$ cat config.mk
export PLATFORM = sky130hd
export DESIGN_NAME = repairval_module_initiator
export DESIGN_NICKNAME = d
export VERILOG_FILES = /design/src/rtl/repairval_module_initiator.sv
export SDC_FILE = /design/constraint.sdc
export NUM_CORES = 1
export LEC_CHECK = 0
export ABC_AREA = 1
export CAP_MARGIN = 20
export CORE_AREA = 2 2 77 79
export DETAILED_ROUTE_END_ITERATION = 7
export DIE_AREA = 0 0 79 81
export GPL_ROUTABILITY_DRIVEN = 0
export GPL_TIMING_DRIVEN = 0
export SYNTH_ARGS = -nofsm -noshare
export SYNTH_HDL_FRONTEND = slang
export SYNTH_SLANG_ARGS = --single-unit
export TNS_END_PERCENT = 20
$ cat constraint.sdc
create_clock -name CLK -period 4.31 [get_ports CLK]
set_input_delay 1.0775 -clock CLK [delete_from_list [all_inputs] [get_ports CLK]]
set_output_delay 1.0775 -clock CLK [all_outputs]
set_load 0.005 [all_outputs]
$ cat src/rtl/repairval_module_initiator.sv
// ============================================================================
// Module  : repairval_module_initiator
// Brief   : Initiator side of the MBINIT.REPAIRVAL sideband handshake.
// Revision: 1.0 - initial release
// ============================================================================
`default_nettype none

module repairval_module_initiator #(
    parameter int TIMEOUT_CYCLES = 16'd8000,
    parameter int CNT_W          = 16
) (
    input  logic       CLK,
    input  logic       rst_n,
    input  logic       i_REPAIRCLK_end,
    input  logic [3:0] i_Rx_SbMessage,
    input  logic       i_msg_valid,
    input  logic       i_Rx_VAL_result,
    input  logic       i_Busy_SideBand,
    input  logic       i_falling_edge_busy,
    input  logic       i_VAL_pattern_done,
    output logic [3:0] o_TX_SbMessage,
    output logic       o_ValidOutData_Module,
    output logic       o_VAL_pattern_en,
    output logic       o_VAL_result,
    output logic       o_MBINIT_REPAIRVAL_Module_end,
    output logic       o_train_error
);

    localparam logic [3:0] c_MSG_NONE        = 4'b0000;
    localparam logic [3:0] c_MSG_INIT_REQ    = 4'b0001;
    localparam logic [3:0] c_MSG_INIT_RESP   = 4'b0010;
    localparam logic [3:0] c_MSG_RESULT_REQ  = 4'b0011;
    localparam logic [3:0] c_MSG_RESULT_RESP = 4'b0100;
    localparam logic [3:0] c_MSG_DONE_REQ    = 4'b0101;
    localparam logic [3:0] c_MSG_DONE_RESP   = 4'b0110;

    localparam logic [3:0] c_IDLE             = 4'd0;
    localparam logic [3:0] c_WAIT_BUSY_INIT   = 4'd1;
    localparam logic [3:0] c_SEND_INIT_REQ    = 4'd2;
    localparam logic [3:0] c_WAIT_INIT_RESP   = 4'd3;
    localparam logic [3:0] c_SEND_PATTERN     = 4'd4;
    localparam logic [3:0] c_WAIT_BUSY_RESULT = 4'd5;
    localparam logic [3:0] c_SEND_RESULT_REQ  = 4'd6;
    localparam logic [3:0] c_WAIT_RESULT_RESP = 4'd7;
    localparam logic [3:0] c_WAIT_BUSY_DONE   = 4'd8;
    localparam logic [3:0] c_SEND_DONE_REQ    = 4'd9;
    localparam logic [3:0] c_WAIT_DONE_RESP   = 4'd10;
    localparam logic [3:0] c_COMPLETE         = 4'd11;
    localparam logic [3:0] c_ERROR            = 4'd12;

    localparam logic [CNT_W-1:0] c_TO_LAST = CNT_W'(TIMEOUT_CYCLES - 1);

    logic [3:0]       r_state;
    logic [3:0]       w_next_state;
    logic [CNT_W-1:0] r_cnt;
    logic             w_in_wait;
    logic             w_timeout;
    logic             w_init_resp;
    logic             w_result_resp;
    logic             w_done_resp;
    logic [3:0]       w_tx_msg;
    logic             w_tx_valid;
    logic             w_pat_en;
    logic             w_end;
    logic             w_err;

    assign w_init_resp   = i_msg_valid && (i_Rx_SbMessage == c_MSG_INIT_RESP);
    assign w_result_resp = i_msg_valid && (i_Rx_SbMessage == c_MSG_RESULT_RESP);
    assign w_done_resp   = i_msg_valid && (i_Rx_SbMessage == c_MSG_DONE_RESP);
    assign w_in_wait     = (r_state == c_WAIT_INIT_RESP) || (r_state == c_WAIT_RESULT_RESP) ||
                           (r_state == c_WAIT_DONE_RESP);
    assign w_timeout     = (r_cnt == c_TO_LAST);

    always_ff @(posedge CLK or negedge rst_n) begin
        if (!rst_n) begin
            r_state <= c_IDLE;
        end else begin
            r_state <= w_next_state;
        end
    end

    // Matching responses are checked before the timeout so they win on the last cycle.
    always_comb begin
        w_next_state = r_state;
        case (r_state)
            c_IDLE:             if (i_REPAIRCLK_end)     w_next_state = c_WAIT_BUSY_INIT;
            c_WAIT_BUSY_INIT:   if (!i_Busy_SideBand)    w_next_state = c_SEND_INIT_REQ;
            c_SEND_INIT_REQ:    if (i_falling_edge_busy) w_next_state = c_WAIT_INIT_RESP;
            c_WAIT_INIT_RESP: begin
                if (w_init_resp)    w_next_state = c_SEND_PATTERN;
                else if (w_timeout) w_next_state = c_ERROR;
            end
            c_SEND_PATTERN:     if (i_VAL_pattern_done)  w_next_state = c_WAIT_BUSY_RESULT;
            c_WAIT_BUSY_RESULT: if (!i_Busy_SideBand)    w_next_state = c_SEND_RESULT_REQ;
            c_SEND_RESULT_REQ:  if (i_falling_edge_busy) w_next_state = c_WAIT_RESULT_RESP;
            c_WAIT_RESULT_RESP: begin
                if (w_result_resp)  w_next_state = i_Rx_VAL_result ? c_WAIT_BUSY_DONE : c_ERROR;
                else if (w_timeout) w_next_state = c_ERROR;
            end
            c_WAIT_BUSY_DONE:   if (!i_Busy_SideBand)    w_next_state = c_SEND_DONE_REQ;
            c_SEND_DONE_REQ:    if (i_falling_edge_busy) w_next_state = c_WAIT_DONE_RESP;
            c_WAIT_DONE_RESP: begin
                if (w_done_resp)    w_next_state = c_COMPLETE;
                else if (w_timeout) w_next_state = c_ERROR;
            end
            c_COMPLETE:         w_next_state = c_COMPLETE;
            c_ERROR:            w_next_state = c_ERROR;
            default:            w_next_state = c_IDLE;
        endcase
        if ((r_state != c_IDLE) && !i_REPAIRCLK_end) begin
            w_next_state = c_IDLE;
        end
    end

    always_comb begin
        w_tx_msg   = c_MSG_NONE;
        w_tx_valid = 1'b0;
        w_pat_en   = 1'b0;
        w_end      = 1'b0;
        w_err      = 1'b0;
        case (w_next_state)
            c_SEND_INIT_REQ:   begin w_tx_msg = c_MSG_INIT_REQ;   w_tx_valid = 1'b1; end
            c_SEND_RESULT_REQ: begin w_tx_msg = c_MSG_RESULT_REQ; w_tx_valid = 1'b1; end
            c_SEND_DONE_REQ:   begin w_tx_msg = c_MSG_DONE_REQ;   w_tx_valid = 1'b1; end
            c_SEND_PATTERN:    w_pat_en = 1'b1;
            c_COMPLETE:        w_end    = 1'b1;
            c_ERROR:           w_err    = 1'b1;
            default:           ;
        endcase
    end

    // Outputs are registered from next_state so they line up with the state register.
    always_ff @(posedge CLK or negedge rst_n) begin
        if (!rst_n) begin
            r_cnt                         <= '0;
            o_TX_SbMessage                <= c_MSG_NONE;
            o_ValidOutData_Module         <= 1'b0;
            o_VAL_pattern_en              <= 1'b0;
            o_VAL_result                  <= 1'b0;
            o_MBINIT_REPAIRVAL_Module_end <= 1'b0;
            o_train_error                 <= 1'b0;
        end else begin
            r_cnt                         <= w_in_wait ? r_cnt + 1'b1 : '0;
            o_TX_SbMessage                <= w_tx_msg;
            o_ValidOutData_Module         <= w_tx_valid;
            o_VAL_pattern_en              <= w_pat_en;
            o_MBINIT_REPAIRVAL_Module_end <= w_end;
            o_train_error                 <= w_err;
            if (w_next_state == c_IDLE) begin
                o_VAL_result <= 1'b0;
            end else if ((r_state == c_WAIT_RESULT_RESP) && w_result_resp) begin
                o_VAL_result <= i_Rx_VAL_result;
            end
        end
    end

endmodule

`default_nettype wire

After elaboration in Yosys (flattened, before gate mapping)
Cells that the tools add are included.

cells by class
  equality and inequality tests = 22
  reduce and logical (&&, ||, !) cells = 13
  muxes and demuxes = 23
  $add $sub $neg = 1

operators by type and width
  kind                                              number
  two-way mux 4 bit                                 13
  one-hot mux 4 bit (13 select lines)               1
  == test 4 x 3 -> 1 bit (second input constant)    8
  == test 4 bit (second input constant)             8
  adder 16 x 1 -> 16 bit (second input constant)    1
  == test 16 x 13 -> 1 bit (second input constant)  1
  == test 4 x 2 -> 1 bit (second input constant)    4
  two-way mux 16 bit                                1
  one-hot mux 3 bit (3 select lines)                1
  logical NOT 4 bit                                 2
  two-way mux 1 bit                                 6
  logical AND 1 bit                                 5
  == test 4 x 1 -> 1 bit (second input constant)    1
  nonzero test 4 bit                                1
  two-way mux 3 bit                                 1
  OR reduction 3 bit                                1
  logical OR 1 bit                                  2
  nonzero test 2 bit                                1
  logical NOT 1 bit                                 1

storage, ports and cells
  output and inout bits = 9
  logic and storage cells = 67
  input port bits = 12
  register bits = 29

Logic depth before layout (Yosys ltp)
  depth in word-level cells = 8
  mapped depth = 12
  gate-level depth less buffers = 12

Least setup slack after synthesis
OpenSTA, ideal clock, no wires.

  kind = input -> register
  start = input port i_Rx_SbMessage[3]
  end = register o_ValidOutData_Module
  required time = 4191 ps
  path slack = 2250 ps
  path buffers = 0
  stages = 9
  arrival = 1941 ps
  library setup time = 119 ps
  cell sequence = or2_2 -> o21ai_2 -> nand2_1 -> nand2_1 -> nand2_2 -> nand2_2 -> nor2_2 -> nand3_1 -> nand2_1

on the way
  word-level cells in the longest chain between the ends = 8
  elaborated cells between the ends (all ways) = 16

ends and longest elaborated chain
  item                                                  line         source
  from (decl)                                           15           input logic [3:0] i_Rx_SbMessage,
  == test 4 x 3 -> 1 bit, or another cell as far along  69           assign w_done_resp = i_msg_valid && (i_Rx_SbMessage == c_MSG_DONE_RESP);
  logical AND 1 bit (on tied branches)                  69, 67, 68
  two-way mux 4 bit (on tied branches)                  103, 90, 97
  one-hot mux 4 bit (13 select lines) *                 85           case (r_state)
  two-way mux 4 bit *                                   110          if ((r_state != c_IDLE) && !i_REPAIRCLK_end) begin
  == test 4 bit, or another cell as far along           121          case (w_next_state)
  OR reduction 3 bit (no source line) *                 n/a
  two-way mux 1 bit *                                   121
  to (signal assigned)                                  145          o_ValidOutData_Module <= w_tx_valid;
  to (decl)                                             22           output logic o_ValidOutData_Module,

Every way passes the cells marked *; elsewhere a longest branch is shown, timed or not.
A chain may end at the register's enable or synchronous reset.

Worst setup path after layout
  start = input port i_Rx_SbMessage[1]
  end = register o_ValidOutData_Module

Same word-level chain as after synthesis.

==> out/metrics.cfg <==
[status]
status = completed

[route]
drc = 0
drt_iter0_markers = 45
postRouteAntennaNets = 0
routed_wl_um = 3320
viasPerCell = 4.34
num_vias = 1440
wl_per_cell_um = 9.99
drtPass1Iterations = 4

[pwr]
ir_drop_mv = 0.252
power.static_leakage_nw = 0.969
p_per_area_nw_per_um2 = 331

[worst_setup_path]
rrSetupSlack_ns = 2.60
crit_chain = clkdlybuf4s50_1 > nand3_1 > nor2_1 > nand2_1 > nand2_1 > nor2_1 > nand2_2 > nand2_2 > nor2_2 > nand3_1 > nand2_1
required_ns = 4.52
arrival_ns = 2.53
cp_common_cell = nand2_1
path_class = input pin to flop
critical_path_buf_inv_count = 1
crit_slowest_cell = clkdlybuf4s50_1
cp_top_family = simple AND/OR/NAND/NOR gates
cp_max_fo = 4
start_kind = input pin
endpoint_kind = flop
max_stage_delay_ns = 0.50

[yosys]
synth_top_area_share_pct = 42.0
synthTopCellsByArea = dfrtp_1 (42%), nand2_1 (14%), nor2_1 (9.8%), inv_1 (7.5%), nand3_1 (4.4%)
syn_area_sq_um = 1610
synth_flop_cell = dfrtp_1
synth_seq_cells = 27
synth_top_area_cell = dfrtp_1
async_flop_share_pct = 100
synth_edf_count = 0
synth-seq-area-share_pct = 42.0
syn-num-nets = 246
synth.distinct_cells = 26
yosys_warnings = 0
syn_inst = 233
avgSynthCellArea_sq_um = 6.90

[floorplanning]
die_y_um = 81
coreArea_sq_um = 5680
io_pins = 21
start_util_pct = 28.3
dieArea_sq_um = 6400
die_w_um = 79
rows = 28

[sta]
hold_viol_final = 0
whs_ns = 0.484
finalWorstSetupSlack_ns = 1.99
finalSetupViolations = 0
period_minus_slack_ns = 2.32
timing.setup.tns_ns = 0
worst_pin_slew_ns = 0.571
finalCritPeriodShare_pct = 53.9
max_freq_mhz = 430
drv_slew = 0
finClkSkew_ns = 0.0101
slew_headroom_pct = 61.8
rsz0062_at_grt = no

[final_layout]
utilization_pct = 34.6
drive_gt1_share_pct = 8.95
fillers = 639
final_cell_mix = nand2_1 (58), nor2_1 (42), inv_1 (32)
final_common_cell = nand2_1
fin_nets = 271
syn_to_final_growth_pct = 22.2
antennaDiodeCount = 0

[placed_design]
post-place-ws_ns = 1.68
io_buffers = 19
dp_hpwl_um = 2600

[cts]
postCtsSetupBuffers = 0
cts_tree = yes
postCtsHoldBufs = 0
cts-root-buf = clkbuf_8
clock-sinks = 27
clockBufferDepth = 2
cts_resized = 0
cts_buffers = 3
htreeDepth = 1
clk_latency_ns = 0.27
cts.reportedPaths.clkPinSlew_ns = 0.08

[global_routing]
grt_max_degree = 19
gr-total-overflow = 0
grt_pass1_wl_um = 5880
grt_usage_pct = 11.4
grt_pass1_vias = 1370
antenna_found_initial = 0

[flow_run]
cap_violations = 0

[worst_hold_path]
hp-class = flop to flop

[where the power goes]
part / leakage [nW] / total [mW] / internal (mW) / switching (mW)
clock: 0.0228 / 0.143 / 0.0662 / 0.0770
sequential: 0.374 / 0.289 / 0.269 / 0.0195
combinational: 0.572 / 0.218 / 0.0852 / 0.133
total: 0.969 / 0.650 / 0.420 / 0.229
[path summary, 6_finish.rpt]
path	startpoint	endpoint	cells after the start
setup reg to reg	r_state[2]$_DFF_PN0_	r_cnt[7]$_DFF_PN0_	7
hold reg to reg	r_cnt[0]$_DFF_PN0_	r_cnt[0]$_DFF_PN0_	1
max in group asynchronous	rst_n	r_state[1]$_DFF_PN0_	2
hold / removal	r_cnt[0]$_DFF_PN0_	r_cnt[0]$_DFF_PN0_	1
min in group asynchronous	rst_n	r_cnt[12]$_DFF_PN0_	1
setup / recovery	i_Rx_SbMessage[1]	o_ValidOutData_Module$_DFF_PN0_	11
[area by class of cell]
class	instances	area [sq um]	area share, %
multi-input combinational	168	781	39.7
sequential	27	676	34.4
timing repair buffer	20	218	11.1
inverter	36	136	6.94
tap	75	93.8	4.78
clock buffer	4	45.0	2.29
buffer	2	15.0	0.764
[cell families after synthesis]
logic type      after synthesis  share of synthesized area [%]
other cells                   1                          0.233
compound gates               23                           7.55
xor+xnor                      4                           2.18
simple gates                139                           37.8
flops                        27                           42.0
buf+inv                      38                           9.42
fa+ha+maj                     1                          0.778
[synth_stat cells (2+ instances only)]
library cell / instances
nand3_1: 14
nor3_1: 7
nand2_1: 58
nand2_2: 5
nor2_2: 3
nand4_1: 4
inv_1: 32
o21ai_0: 9
nor2_1: 42
dfrtp_1: 27
buf_4: 2
a21oi_1: 12
xor2_1: 3
inv_2: 3
[stage by stage]
stage	cells	power [mW]	instance area [sq um]
after global routing	332	0.709	1960
after detailed placement	328	0.513	1920
after floorplan	233	0.444	1610
after CTS	332	0.657	1960
after global placement	327	0.511	1890
final	332	0.650	1960
[state kept, by name, summed over array words and instances (netlist names)]
signal	cells
o_MBINIT_REPAIRVAL_Module_end	1
o_TX_SbMessage	2
o_VAL_pattern_en	1
o_VAL_result	1
o_ValidOutData_Module	1
o_train_error	1
r_cnt	16
r_state	4
[worst reg2reg max path: stages (launching register included)]
cell and delay (ns):
dfrtp_1 0.45, inv_1 0.19, nand2_1 0.11, nor2_2 0.21, inv_1 0.08, nand2_1 0.23
inv_2 0.14, nor3_1 0.22
[layer usage]
metal | up-vias | global-route usage (%) | wire [um]
met5 | - | 0 | 0
met4 | 0 | 1.55 | 19
met3 | 2 | 2.56 | 97
met2 | 12 | 19.0 | 1560
met1 | 652 | 15.5 | 1640
li1 | 774 | - | -
Power figures use the tool's default switching activity.
